--- config.mk ---
export PLATFORM = sky130hd
export DESIGN_NAME = prog_loader
export DESIGN_NICKNAME = d
export VERILOG_FILES = /design/src/rtl/prog_loader.sv
export SDC_FILE = /design/constraint.sdc
export NUM_CORES = 1
export LEC_CHECK = 0
export ABC_AREA = 1
export BUFFER_PORTS_ARGS = -buffer_cell sky130_fd_sc_hd__buf_2
export CAP_MARGIN = 10
export CORE_MARGIN = 2
export CORE_UTILIZATION = 60
export DETAILED_ROUTE_END_ITERATION = 6
export PLACE_DENSITY = 0.84
export REMOVE_ABC_BUFFERS = 1
export SYNTH_ARGS = -nofsm -noshare
export SYNTH_HDL_FRONTEND = slang
export SYNTH_SLANG_ARGS = --single-unit
--- constraint.sdc ---
create_clock -name clk -period 3.3 [get_ports clk]
set_input_delay 0.33 -clock clk [delete_from_list [all_inputs] [get_ports clk]]
set_output_delay 0.33 -clock clk [all_outputs]
set_load 0.005 [all_outputs]
--- src/rtl/prog_loader.sv ---
// Program loader: assembles 20-bit words from a byte stream and writes them to instruction memory.
// Optional trailing XOR checksum byte enabled by macro PROG_LOADER_CHECKSUM_EN.
module prog_loader #(
    parameter int DEPTH  = 20,
    parameter int WORD_W = 20
) (
    input  logic              clk,
    input  logic              rst_n,
    input  logic              start,
    input  logic [7:0]        in_data,
    input  logic              in_valid,
    output logic              in_ready,
    output logic              wr_en,
    output logic [19:0]       wr_addr,
    output logic [WORD_W-1:0] wr_data,
    output logic              busy,
    output logic              done,
    output logic              err
);

    // state | meaning
    // IDLE  | waiting for start
    // B0    | expecting byte carrying word bits [19:16] in its low nibble
    // B1    | expecting byte for word bits [15:8]
    // B2    | expecting byte for word bits [7:0]
    // WRITE | one-cycle memory write of the assembled word
    // CHECK | expecting checksum byte (checksum build only)
    // FIN   | one-cycle done pulse
    typedef enum logic [2:0] {
        IDLE,
        B0,
        B1,
        B2,
        WRITE,
`ifdef PROG_LOADER_CHECKSUM_EN
        CHECK,
`endif
        FIN
    } state_t;

    localparam logic [19:0] DEPTH_L = 20'(DEPTH);

    state_t            state_q, state_d;
    logic [19:0]       cnt_q, cnt_d;
    logic [19:0]       cnt_inc;
    logic [3:0]        hi_q, hi_d;
    logic [7:0]        mid_q, mid_d;
    logic [19:0]       addr_q, addr_d;
    logic [WORD_W-1:0] data_q, data_d;
`ifdef PROG_LOADER_CHECKSUM_EN
    logic [7:0]        csum_q, csum_d;
    logic              err_q, err_d;
`endif

    always_ff @(posedge clk) begin
        if (!rst_n) begin
            state_q <= IDLE;
            cnt_q   <= '0;
            hi_q    <= '0;
            mid_q   <= '0;
            addr_q  <= '0;
            data_q  <= '0;
`ifdef PROG_LOADER_CHECKSUM_EN
            csum_q  <= '0;
            err_q   <= 1'b0;
`endif
        end else begin
            state_q <= state_d;
            cnt_q   <= cnt_d;
            hi_q    <= hi_d;
            mid_q   <= mid_d;
            addr_q  <= addr_d;
            data_q  <= data_d;
`ifdef PROG_LOADER_CHECKSUM_EN
            csum_q  <= csum_d;
            err_q   <= err_d;
`endif
        end
    end

    always_comb begin
        state_d  = state_q;
        cnt_d    = cnt_q;
        cnt_inc  = cnt_q + 20'd1;
        hi_d     = hi_q;
        mid_d    = mid_q;
        addr_d   = addr_q;
        data_d   = data_q;
        in_ready = 1'b0;
        wr_en    = 1'b0;
        busy     = 1'b1;
        done     = 1'b0;
`ifdef PROG_LOADER_CHECKSUM_EN
        csum_d   = csum_q;
        err_d    = err_q;
`endif
        case (state_q)
            IDLE: begin
                busy = 1'b0;
                if (start) begin
                    state_d = B0;
                    cnt_d   = '0;
`ifdef PROG_LOADER_CHECKSUM_EN
                    csum_d  = '0;
                    err_d   = 1'b0;
`endif
                end
            end
            B0: begin
                in_ready = 1'b1;
                if (in_valid) begin
                    hi_d    = in_data[3:0];
                    state_d = B1;
`ifdef PROG_LOADER_CHECKSUM_EN
                    csum_d  = csum_q ^ in_data;
`endif
                end
            end
            B1: begin
                in_ready = 1'b1;
                if (in_valid) begin
                    mid_d   = in_data;
                    state_d = B2;
`ifdef PROG_LOADER_CHECKSUM_EN
                    csum_d  = csum_q ^ in_data;
`endif
                end
            end
            B2: begin
                in_ready = 1'b1;
                if (in_valid) begin
                    // address and data are captured here so they hold after the write
                    addr_d  = cnt_q;
                    data_d  = WORD_W'({hi_q, mid_q, in_data});
                    state_d = WRITE;
`ifdef PROG_LOADER_CHECKSUM_EN
                    csum_d  = csum_q ^ in_data;
`endif
                end
            end
            WRITE: begin
                wr_en = 1'b1;
                cnt_d = cnt_inc;
                if (cnt_inc < DEPTH_L) begin
                    state_d = B0;
                end else begin
`ifdef PROG_LOADER_CHECKSUM_EN
                    state_d = CHECK;
`else
                    state_d = FIN;
`endif
                end
            end
`ifdef PROG_LOADER_CHECKSUM_EN
            CHECK: begin
                in_ready = 1'b1;
                if (in_valid) begin
                    err_d   = (in_data != csum_q);
                    state_d = FIN;
                end
            end
`endif
            FIN: begin
                done    = 1'b1;
                state_d = IDLE;
            end
            default: state_d = IDLE;
        endcase
    end

    assign wr_addr = addr_q;
    assign wr_data = data_q;
`ifdef PROG_LOADER_CHECKSUM_EN
    assign err = err_q;
`else
    assign err = 1'b0;
`endif

endmodule
# == After elaboration in Yosys (flattened, before gate mapping) ==
# Index checks and enable logic that the tools add are counted.
# word_totals
ff_bits,75
inputBits,12
output_inout_bits,45
wordCells,37
# classes
addsub,1
n_lt_le_gt_ge,1
n_eq_ne,9
muxes,12
reduce_logical,8
# op_table
operator,count
$pmux W20 S2,1
$add A20 B1 Y20 const B,1
$lt A20 B5 Y1 const B,1
$mux W20,1
$mux W3,5
$pmux W3 S5,1
$ne A2 B2 Y1 const B,4
$reduce_and A2 Y1,4
$eq A3 B2 Y1 const B,2
$eq A3 B3 Y1 const B,2
$mux W1,4
$reduce_and A4 Y1,1
$eq A3 B1 Y1 const B,1
$logic_not A3 Y1,1
$reduce_or A3 Y1,1
$reduce_bool A2 Y1,1

# == Depth between registers and ports, before layout ==
# logic_depth
word_depth,4
depth_mapped,14
ltp_nobuf,14

# == Worst setup path after synthesis ==
# OpenSTA, ideal clock, no wires.
# synth_timing
kind,reg2reg
from,register cnt_q[0]
to,register state_q[2]
setup_ns,0.114
t_arrival_ns,1.419
required_ns,3.186
slack_ns,1.767
path_stages_with_launch,13
path_buffers,0
period_less_slack_ns,1.533
cell_sequence,dfxtp_1 > ha_1 > nand2_2 > nor2_4 > nand2_2 > nor2_2 > nand3_1 > nand2_1 > nand2_1 > nor2_1 > nand3_1 > nand2_1 > a21oi_2
# synth_between
elab_chain_cells,4
# synth_lines
item,line_no,source
start: declaration,44,"logic [19:0] cnt_q, cnt_d;"
start signal: assignment,69,cnt_q <= cnt_d;
$add A20 B1 Y20,84,cnt_inc = cnt_q + 20'd1;
$lt A20 B5 Y1,144,if (cnt_inc < DEPTH_L) begin
$mux W3,144,
$pmux W3 S5,97,case (state_q)
end signal: assignment,68,state_q <= state_d;
end: declaration,43,"state_t state_q, state_d;"
# No other way between the ends.
# A chain may end at the register's enable or synchronous reset.

# == Worst setup path after layout ==
# layout_timing
from,register state_q[2]
to,output port wr_en
# layout_between
elab_chain_cells,2
# layout_lines
item,line_no,source
$eq A3 B3 Y1,97,
$mux W1,97,
end: declaration,13,"output logic wr_en,"
# No other way between the ends.

==> impl_metrics.py <==
metrics = {
    "outcome": {
        "status": "finished, final reports clean",
    },
    "synth": {
        "yosysMostFrequentCell": "nand2_1",
        "netlist_area_um2": 3390,
        "ys_warn_count": 0,
        "ys_seq_area_frac": 0.443,
        "yosys-top-cells-count": "nand2_1, dfxtp_1, nand3_1",
        "synthArstFlopShare": 0,
        "synthTopCellsByArea": "dfxtp_1, nand2_1, nand3_1, a21oi_1, nor2_1",
        "synthCells": 490,
        "synth_area_per_cell_um2": 6.91,
        "synth_cell_types": 30,
        "yosysTopAreaCellShare": 0.443,
        "synthFlopType": "dfxtp_1",
        "synth-seq-cells": 75,
        "synth_edf_count": 0,
        "post-synth-top-area-cell": "dfxtp_1",
    },
    "route": {
        "drtIter0Drc": 259,
        "vias_per_cell": 5.33,
        "first_pass_iters": 4,
        "wl_mm": 7.81,
        "wl_per_cell_um": 12.7,
        "antenna_left": 0,
        "vias": 3272,
        "drc": 0,
    },
    "layout": {
        "fillers": 470,
        "drive_above_1_share": 0.172,
        "area.growth.synth_to_final_pct": 15.0,
        "nets": 550,
        "diodes": 0,
    },
    "hold_path": {
        "hold_class": "input pin to flop",
        "hold_start": "in_data[7]",
    },
    "timing": {
        "fin_skew_ps": 8.90,
        "setup_violations": 0,
        "rsz0062_at_grt": "no",
        "tns_ps": 0,
        "max_freq_mhz": 529,
        "fin_crit_sh": 0.573,
        "finalHoldViolCount": 0,
        "setup_slack_ps": 1410,
        "fin_crit_ps": 1890,
        "slew_violations": 0,
        "worst_pin_slew_ps": 575,
        "max_slew_margin": 0.616,
    },
    "cts": {
        "cts_tree": "done",
        "worstSkewPairLatency_ps": 350,
        "clk_path_buf_depth": 2,
        "post_cts_resized": 0,
        "clk_pin_slew_worst_paths_ps": 80,
        "root_buffer": "clkbuf_8",
        "numCtsBuffers": 9,
        "post-cts-setup-buffers": 0,
        "hold_buffers": 0,
        "clkSinkCount": 75,
        "ctsHtreeMaxLevel": 3,
    },
    "grt": {
        "busiest_layer": "met2",
        "grt_util_met1": 0.320,
        "grt_pass1_wl_mm": 13.5,
        "grt_pass1_vias": 3054,
        "track_usage": 0.268,
        "met3_usage": 0.0568,
        "grt_overflow": 0,
        "use_met2": 0.466,
        "antenna_found_initial": 0,
        "grt_max_degree": 42,
    },
    "critical_path": {
        "path_class": "flop to output port",
        "crit_fanout": 21,
        "worstPathRequired_ps": 2970,
        "crit_chain": "inv_1 -> nor2_1 -> buf_4 -> buf_2",
        "crit_arrival_ps": 1560,
        "endpoint_kind": "output port",
        "critPathLaunch": "state_q[2]",
        "cp-start-kind": "flop",
        "slowest_stage": "dfxtp_1",
        "r2r_start": "state_q[0]",
        "slowest_delay_ps": 490,
    },
    "placed_design": {
        "port_buffers": 55,
        "place_hpwl_mm": 5.43,
        "pre_cts_slack_ps": 1430,
        "gp_congestion": 0.954,
    },
    "floorplanning": {
        "core_area_um2": 5470,
        "initial_core_util": 0.619,
        "die_w_um": 79.1,
        "num_rows": 27,
        "dieArea_um2": 6260,
        "io_pins": 57,
        "die_y_um": 79.1,
    },
    "job": {
        "cap_viol_max_count": 0,
    },
    "power": {
        "p_leak_nw": 1.58,
        "ir_drop_v": 0.000397,
        "power.density_nw_per_um2": 521,
    },
}
-- flip-flops by register name (all words and copies together), names as in the netlist --
signal and count:
state_q 3, cnt_q 20, wr_addr 20, wr_data 20
hi_q 4, mid_q 8
-- logic make-up (layout without fill, tap and decap cells) --
kind of cell,count (synthesis),after routing,synth area share
compound gates,83,83,0.126
xor+xnor,4,4,0.0103
fa+ha+maj,1,1,0.00369
buf+inv,60,112,0.0731
flops,75,75,0.443
other cells,1,1,0.00111
simple gates,266,266,0.342
-- worst max-delay path, delay by kind of cell, from the launching register on --
family        cells  cell delay, ps
buf+inv           3             590
simple gates      1             130
flops             1             490
-- cell type report --
cell class	count	area (um2)	share of cell area
multi-input combinational	355	1640	0.422
sequential	75	1500	0.385
timing repair buffer	61	320	0.0822
clock buffer	10	138	0.0353
inverter	35	131	0.0337
tap	72	90.1	0.0231
clock inverter	6	70.1	0.0180
-- routing by layer --
metal	vias to the layer above	routed length (um)
met3	14	352
li1	1678	-
met4	0	135
met1	1503	3450
met5	-	0
met2	77	3870
-- power breakdown --
part	internal (mW)	switching, mW
combinational	0.0872	0.218
sequential	0.954	0.0329
clock	0.377	0.362
-- worst paths after layout --
kind,to,cells past startpoint,slack [ps]
worst max register to register,wr_data[8],6,1560
worst min-delay path,mid_q[7],3,220
worst max-delay path,wr_en,4,1410
worst min register to register,wr_addr[15],2,460
-- per-stage QoR --
step / utilization / power, mW / std cells / cell area, um2 / hold WS (ps)
finish: 0.712 / 2.03 / 614 / 3890 / 216
global route: 0.712 / 2.12 / 614 / 3890 / 220
CTS: 0.712 / 2.03 / 614 / 3890 / 211
detailed placement: 0.674 / 1.31 / 598 / 3690 / 451
global placement: 0.674 / 1.29 / 598 / 3690 / 445
floorplan: - / 1.18 / 465 / 3270 / 458
-- layout by cell type, fill, tap and decap left out, drive strengths merged --
master	Yosys	routed
nand2	135	135
dfxtp	75	75
nand3	65	65
a21oi	64	64
buf	8	61
nor2	56	56
inv	34	36
o21ai	16	16
clkbuf	17	10
nand4	4	4
clkinv	1	4
xor2	3	3
nor3	3	3
or2	3	3
o21bai	2	2
xnor2	1	1
a311oi	1	1
ha	1	1
conb	1	1
bufinv	0	1
No activity file was read; power rests on OpenSTA's default activity.
